File: src/rtl/icmp_echo_tx.sv
// ICMP echo-reply transmitter: the first pass over the payload RAM builds the checksum,
// the second pass streams the 8-byte header and then the payload over valid/ready.
`timescale 1ns/1ps
module icmp_echo_tx #(
   parameter int ADDR_W = 8
) (
   input  logic              clk,
   input  logic              rst_n,
   input  logic              start,
   input  logic [15:0]       id,
   input  logic [15:0]       seq,
   input  logic [ADDR_W:0]   len,
   output logic              busy,
   output logic              mem_rd,
   output logic [ADDR_W-1:0] mem_addr,
   input  logic [7:0]        mem_data,
   output logic [7:0]        tx_data,
   output logic              tx_valid,
   input  logic              tx_ready,
   output logic              tx_last,
   output logic              done
);
   typedef enum logic [2:0] {IDLE, SUM, HDR, PAY, DONE} state_t;

   localparam logic [ADDR_W:0] MAX_LEN = {1'b1, {ADDR_W{1'b0}}};
   localparam logic [ADDR_W:0] ONE     = 1;

   state_t          state;
   logic [15:0]     id_reg, seq_reg, sum_reg, csum_reg;
   logic [ADDR_W:0] len_reg, rd_cnt, out_cnt;
   logic [3:0]      hdr_cnt;
   logic            rd_valid, rd_lsb;
   logic [7:0]      buf_data;
   logic            buf_valid;

   function automatic logic [15:0] add1c(input logic [15:0] a, input logic [15:0] b);
      logic [16:0] s;
      s = {1'b0, a} + {1'b0, b};
      return s[15:0] + {15'b0, s[16]};
   endfunction

   logic [ADDR_W:0] len_sat;
   logic [15:0]     hdr_sum, byte_word, sum_next;
   logic            load_ok, pay_issue;
   logic [2:0]      occ;
   logic [7:0]      hdr_byte;

   assign len_sat   = (len > MAX_LEN) ? MAX_LEN : len;
   assign hdr_sum   = add1c(id, seq);
   // Adding high and low bytes as separate words is equivalent to adding the pair.
   assign byte_word = rd_lsb ? {8'h00, mem_data} : {mem_data, 8'h00};
   assign sum_next  = add1c(sum_reg, byte_word);
   assign load_ok   = !tx_valid || tx_ready;
   // Reads in flight plus stored bytes never exceed the two slots (output + skid).
   assign occ       = 3'(mem_rd) + 3'(rd_valid) + 3'(buf_valid) + 3'(tx_valid & ~tx_ready);
   assign pay_issue = (state == PAY) && (rd_cnt < len_reg) && (occ < 3'd2);

   always_comb begin
      hdr_byte = 8'h00;
      case (hdr_cnt[2:0])
         3'd2:    hdr_byte = csum_reg[15:8];
         3'd3:    hdr_byte = csum_reg[7:0];
         3'd4:    hdr_byte = id_reg[15:8];
         3'd5:    hdr_byte = id_reg[7:0];
         3'd6:    hdr_byte = seq_reg[15:8];
         3'd7:    hdr_byte = seq_reg[7:0];
         default: hdr_byte = 8'h00;
      endcase
   end

   always_ff @(posedge clk or negedge rst_n) begin
      if (!rst_n) begin
         state     <= IDLE;
         id_reg    <= '0;
         seq_reg   <= '0;
         len_reg   <= '0;
         sum_reg   <= '0;
         csum_reg  <= '0;
         rd_cnt    <= '0;
         out_cnt   <= '0;
         hdr_cnt   <= '0;
         rd_valid  <= 1'b0;
         rd_lsb    <= 1'b0;
         buf_data  <= '0;
         buf_valid <= 1'b0;
         busy      <= 1'b0;
         mem_rd    <= 1'b0;
         mem_addr  <= '0;
         tx_data   <= '0;
         tx_valid  <= 1'b0;
         tx_last   <= 1'b0;
         done      <= 1'b0;
      end else begin
         rd_valid <= mem_rd;
         rd_lsb   <= mem_addr[0];
         case (state)
            IDLE: begin
               done <= 1'b0;
               if (start) begin
                  id_reg   <= id;
                  seq_reg  <= seq;
                  len_reg  <= len_sat;
                  sum_reg  <= hdr_sum;
                  busy     <= 1'b1;
                  mem_addr <= '0;
                  hdr_cnt  <= '0;
                  if (len_sat == '0) begin
                     csum_reg <= ~hdr_sum;
                     state    <= HDR;
                  end else begin
                     mem_rd <= 1'b1;
                     rd_cnt <= ONE;
                     state  <= SUM;
                  end
               end
            end
            SUM: begin
               if (rd_cnt < len_reg) begin
                  mem_rd   <= 1'b1;
                  mem_addr <= rd_cnt[ADDR_W-1:0];
                  rd_cnt   <= rd_cnt + ONE;
               end else begin
                  mem_rd <= 1'b0;
               end
               if (rd_valid) begin
                  sum_reg <= sum_next;
                  if (!mem_rd) begin
                     csum_reg <= ~sum_next;
                     state    <= HDR;
                  end
               end
            end
            HDR: begin
               if (load_ok) begin
                  if (hdr_cnt == 4'd8) begin
                     tx_valid <= 1'b0;
                     tx_last  <= 1'b0;
                     if (len_reg == '0) begin
                        done  <= 1'b1;
                        state <= DONE;
                     end else begin
                        rd_cnt  <= '0;
                        out_cnt <= '0;
                        state   <= PAY;
                     end
                  end else begin
                     tx_data  <= hdr_byte;
                     tx_valid <= 1'b1;
                     tx_last  <= (hdr_cnt == 4'd7) && (len_reg == '0);
                     hdr_cnt  <= hdr_cnt + 4'd1;
                  end
               end
            end
            PAY: begin
               mem_rd <= pay_issue;
               if (pay_issue) begin
                  mem_addr <= rd_cnt[ADDR_W-1:0];
                  rd_cnt   <= rd_cnt + ONE;
               end
               if (load_ok && tx_valid && tx_last) begin
                  tx_valid <= 1'b0;
                  tx_last  <= 1'b0;
                  done     <= 1'b1;
                  state    <= DONE;
               end else if (load_ok) begin
                  if (buf_valid) begin
                     tx_data   <= buf_data;
                     tx_valid  <= 1'b1;
                     tx_last   <= (out_cnt == len_reg - ONE);
                     out_cnt   <= out_cnt + ONE;
                     buf_data  <= mem_data;
                     buf_valid <= rd_valid;
                  end else if (rd_valid) begin
                     tx_data  <= mem_data;
                     tx_valid <= 1'b1;
                     tx_last  <= (out_cnt == len_reg - ONE);
                     out_cnt  <= out_cnt + ONE;
                  end else begin
                     tx_valid <= 1'b0;
                  end
               end else if (rd_valid) begin
                  buf_data  <= mem_data;
                  buf_valid <= 1'b1;
               end
            end
            DONE: begin
               done  <= 1'b0;
               busy  <= 1'b0;
               state <= IDLE;
            end
            default: state <= IDLE;
         endcase
      end
   end
endmodule

File: config.mk
export PLATFORM = sky130hd
export DESIGN_NAME = icmp_echo_tx
export DESIGN_NICKNAME = d
export VERILOG_FILES = /design/src/rtl/icmp_echo_tx.sv
export SDC_FILE = /design/constraint.sdc
export NUM_CORES = 1
export LEC_CHECK = 0
export BUFFER_PORTS_ARGS = -buffer_cell sky130_fd_sc_hd__buf_2
export CORE_MARGIN = 5
export CORE_UTILIZATION = 47
export DETAILED_ROUTE_END_ITERATION = 8
export PLACE_DENSITY_LB_ADDON = 0.15
export REMOVE_ABC_BUFFERS = 1
export SLEW_MARGIN = 40
export SYNTH_ARGS = -nofsm -noshare
export SYNTH_HDL_FRONTEND = slang
export SYNTH_SLANG_ARGS = --single-unit
export TNS_END_PERCENT = 50
File: constraint.sdc
create_clock -name clk -period 6.79 [get_ports clk]
set_input_delay 0.3395 -clock clk [delete_from_list [all_inputs] [get_ports clk]]
set_output_delay 0.3395 -clock clk [all_outputs]
set_load 0.03 [all_outputs]
==> out/metrics.cfg <==
[setup_path]
reg2reg_to=csum_reg[5]
crit_arrival_ns=4.89
worst-endpoint-required_ns=7.08
cp-start-kind=flip-flop
crit_fanout=16
r2r_slack_ns=2.19
criticalPathCategory=flip-flop to flip-flop
crit_start=rd_lsb
rr_startpoint=rd_lsb
end_kind=flip-flop
r2r.worst_path.cells=19

[power_and_ir_drop]
p_sw_frac=0.448
p_seq_frac=0.291
ir_worst_vdd_v=0.000294
switchingPower_w=0.00205
leakage_nw=4.59
intPower_w=0.00253
powerDensity_nw_per_um2=455
comb_power_share=0.508
clkPwrFrac=0.201

[logic_synthesis]
netlist_top_cells_count=nand2_1, dfrtp_1, o21ai_0
ys_seq_elements=130
yosysSeqAreaShare=0.365
netlist_area_um2=8920
synth_area_leaders=dfrtp_1, ha_1, nand2_1
ys_warn_count=0
syn_inst=1039
ys_types=72
synth.largest_area_cell=dfrtp_1
synth_top_area_share=0.365
syn_area_per_cell_um2=8.58
synthArstFlopShare=1.00
synth.most_common_cell=nand2_1
synth-edff-count=0
synth-main-ff-cell=dfrtp_1

[hold_path]
holdPathEnd=seq_reg[12]
hold_path.class=input port to flip-flop
hp-start=seq[12]
worstHoldPathCells=3

[floorplan]
row_count=50
die_area_um2=21800
io_pins=74
die_x_um=148
initial_core_util=0.477
chipHeight_um=148
core_area_um2=18700

[timing]
fmax_mhz=217
timing.final.ws_setup_ns=2.19
finalMaxSlewViolations=0
timing.final.crit_share=0.677
fin_tns_setup_ns=0
setup_viol=0
fin_skew_ns=0.0149
rsz0062_at_grt=no
tightest_slew_ns=0.853
max_slew_margin=0.428
hold_viol=0
fin_crit_ns=4.60

[clock_network]
htreeDepth=4
clockRootBuffer=clkbuf_16
clkSinkCount=130
cts_buffers=17
insertion_delay_ns=0.42
clkTransAtPathRegs_ns=0.06
max-clock-path-buffers=2
ctsResizeCount=0
cts_tree=built

[placed_design]
io_buffers=73
hpwlAfterDp_mm=18.4
dp_worst_setup_slack_ns=2.25
dp.cells=1307
place_congestion=0.894

[flow_run]
maxCapViolCount=0

[finish]
layout.nets=1203
drive_gt1_frac=0.136
utilization=0.538
diodes=0
instances_no_fill=1339
area_growth_pct=12.9

[global_route]
grt_antenna_before_repair=0
overflow=0
grt_pass1_wl_mm=39.4
grt_max_degree=77
grt_use_total=0.227
grt_pass1_vias=7238

[outcome]
outcome=finished clean

[drt]
drtPass1Iterations=5
via_per_inst=5.87
dr_total_vias=7862
wl_mm=24.4
drtAntennaViolNets=0
drt-wirelength-per-cell_um=18.3
route.detailed.drc=0
drt_iter0_drc=677

==> critical path, cell delays in order (launching register included) <==
cell and delay [ns]:
dfrtp_1 0.52, and2_1 0.24, ha_1 0.22, fa_1 0.43, a211oi_1 0.35, o21a_1 0.24, nor2_1 0.07, a21oi_1 0.17
nand2_1 0.07, a21oi_1 0.14, o21bai_1 0.07, a21o_1 0.18, ha_1 0.23, nand4_1 0.16, o21ai_0 0.11, a221o_1 0.32
a221oi_1 0.37, xnor2_1 0.18, o21ai_0 0.12, mux2_2 0.29
==> through the flow <==
stage	instance area (um^2)	total power [W]	hold slack [ns]
floorplan	8740	0.00296	0.0439
global placement	9450	0.00359	0.342
detailed placement	9460	0.00362	0.346
CTS	10100	0.00457	0.118
global route	10100	0.00494	0.128
finish	10100	0.00458	0.129
==> power groups by stage <==
stage          clock (W)  sequential [W]  combinational, W
6_report        0.000920         0.00133           0.00233
5_1_grt         0.000972         0.00137           0.00260
4_1_cts         0.000942         0.00133           0.00230
3_5_place_dp           0         0.00134           0.00228
3_3_place_gp           0         0.00133           0.00226
2_1_floorplan          0         0.00130           0.00166
==> placed cells by master, fill, tap and decap left out, types with 16 or more instances in the layout <==
| cell type | count |
|---|---|
| xor2_1 | 29 |
| nand2_1 | 164 |
| mux2i_1 | 16 |
| a21oi_1 | 76 |
| clkbuf_16 | 17 |
| mux2_2 | 23 |
| buf_2 | 72 |
| nand3_1 | 27 |
| o21ai_0 | 89 |
| inv_1 | 43 |
| dfrtp_1 | 130 |
| ha_1 | 54 |
| a21o_1 | 21 |
| xnor2_1 | 29 |
| nor2_1 | 62 |
| nand4_1 | 19 |
| and3_1 | 16 |
==> timing repair <==
action,4_1_cts,5_1_grt
hold endpoints to repair,54,0
hold buffers,1,0
setup buffers,0,0
==> cells by family after synthesis <==
group                    after synthesis  synth area share
multiplexers                          39            0.0470
XOR/XNOR                              58            0.0569
AO/OA/AOI/OAI                        292             0.210
flip-flops                           130             0.365
buffers and inverters                 87            0.0377
adder cells (fa/ha/maj)               57            0.0825
AND/OR/NAND/NOR                      376             0.201
==> layer usage <==
metal	GRT usage	wire length, um	up-vias
met2	0.329	10400	221
met3	0.0377	1270	24
met1	0.357	12500	3736
met5	0	0	-
met4	0.0438	275	0
li1	-	-	3881
==> layout make-up <==
type | count | area (um^2)
fill | 1793 | 8640
timing repair buffer | 79 | 423
clock inverter | 13 | 161
tap | 234 | 293
multi-input combinational | 822 | 5350
inverter | 43 | 161
sequential | 130 | 3250
clock buffer | 18 | 429
==> worst max-delay path by stage <==
stage | to | slack, ns | cells past startpoint
after detailed placement | csum_reg[5] | 2.25 | 19
after global routing | csum_reg[5] | 1.80 | 19
final | csum_reg[5] | 2.19 | 19
after CTS | csum_reg[5] | 2.22 | 19
after floorplan | csum_reg[5] | 2.73 | 19
after global placement | csum_reg[5] | 2.42 | 19
No activity file was read; power rests on OpenSTA's default activity.
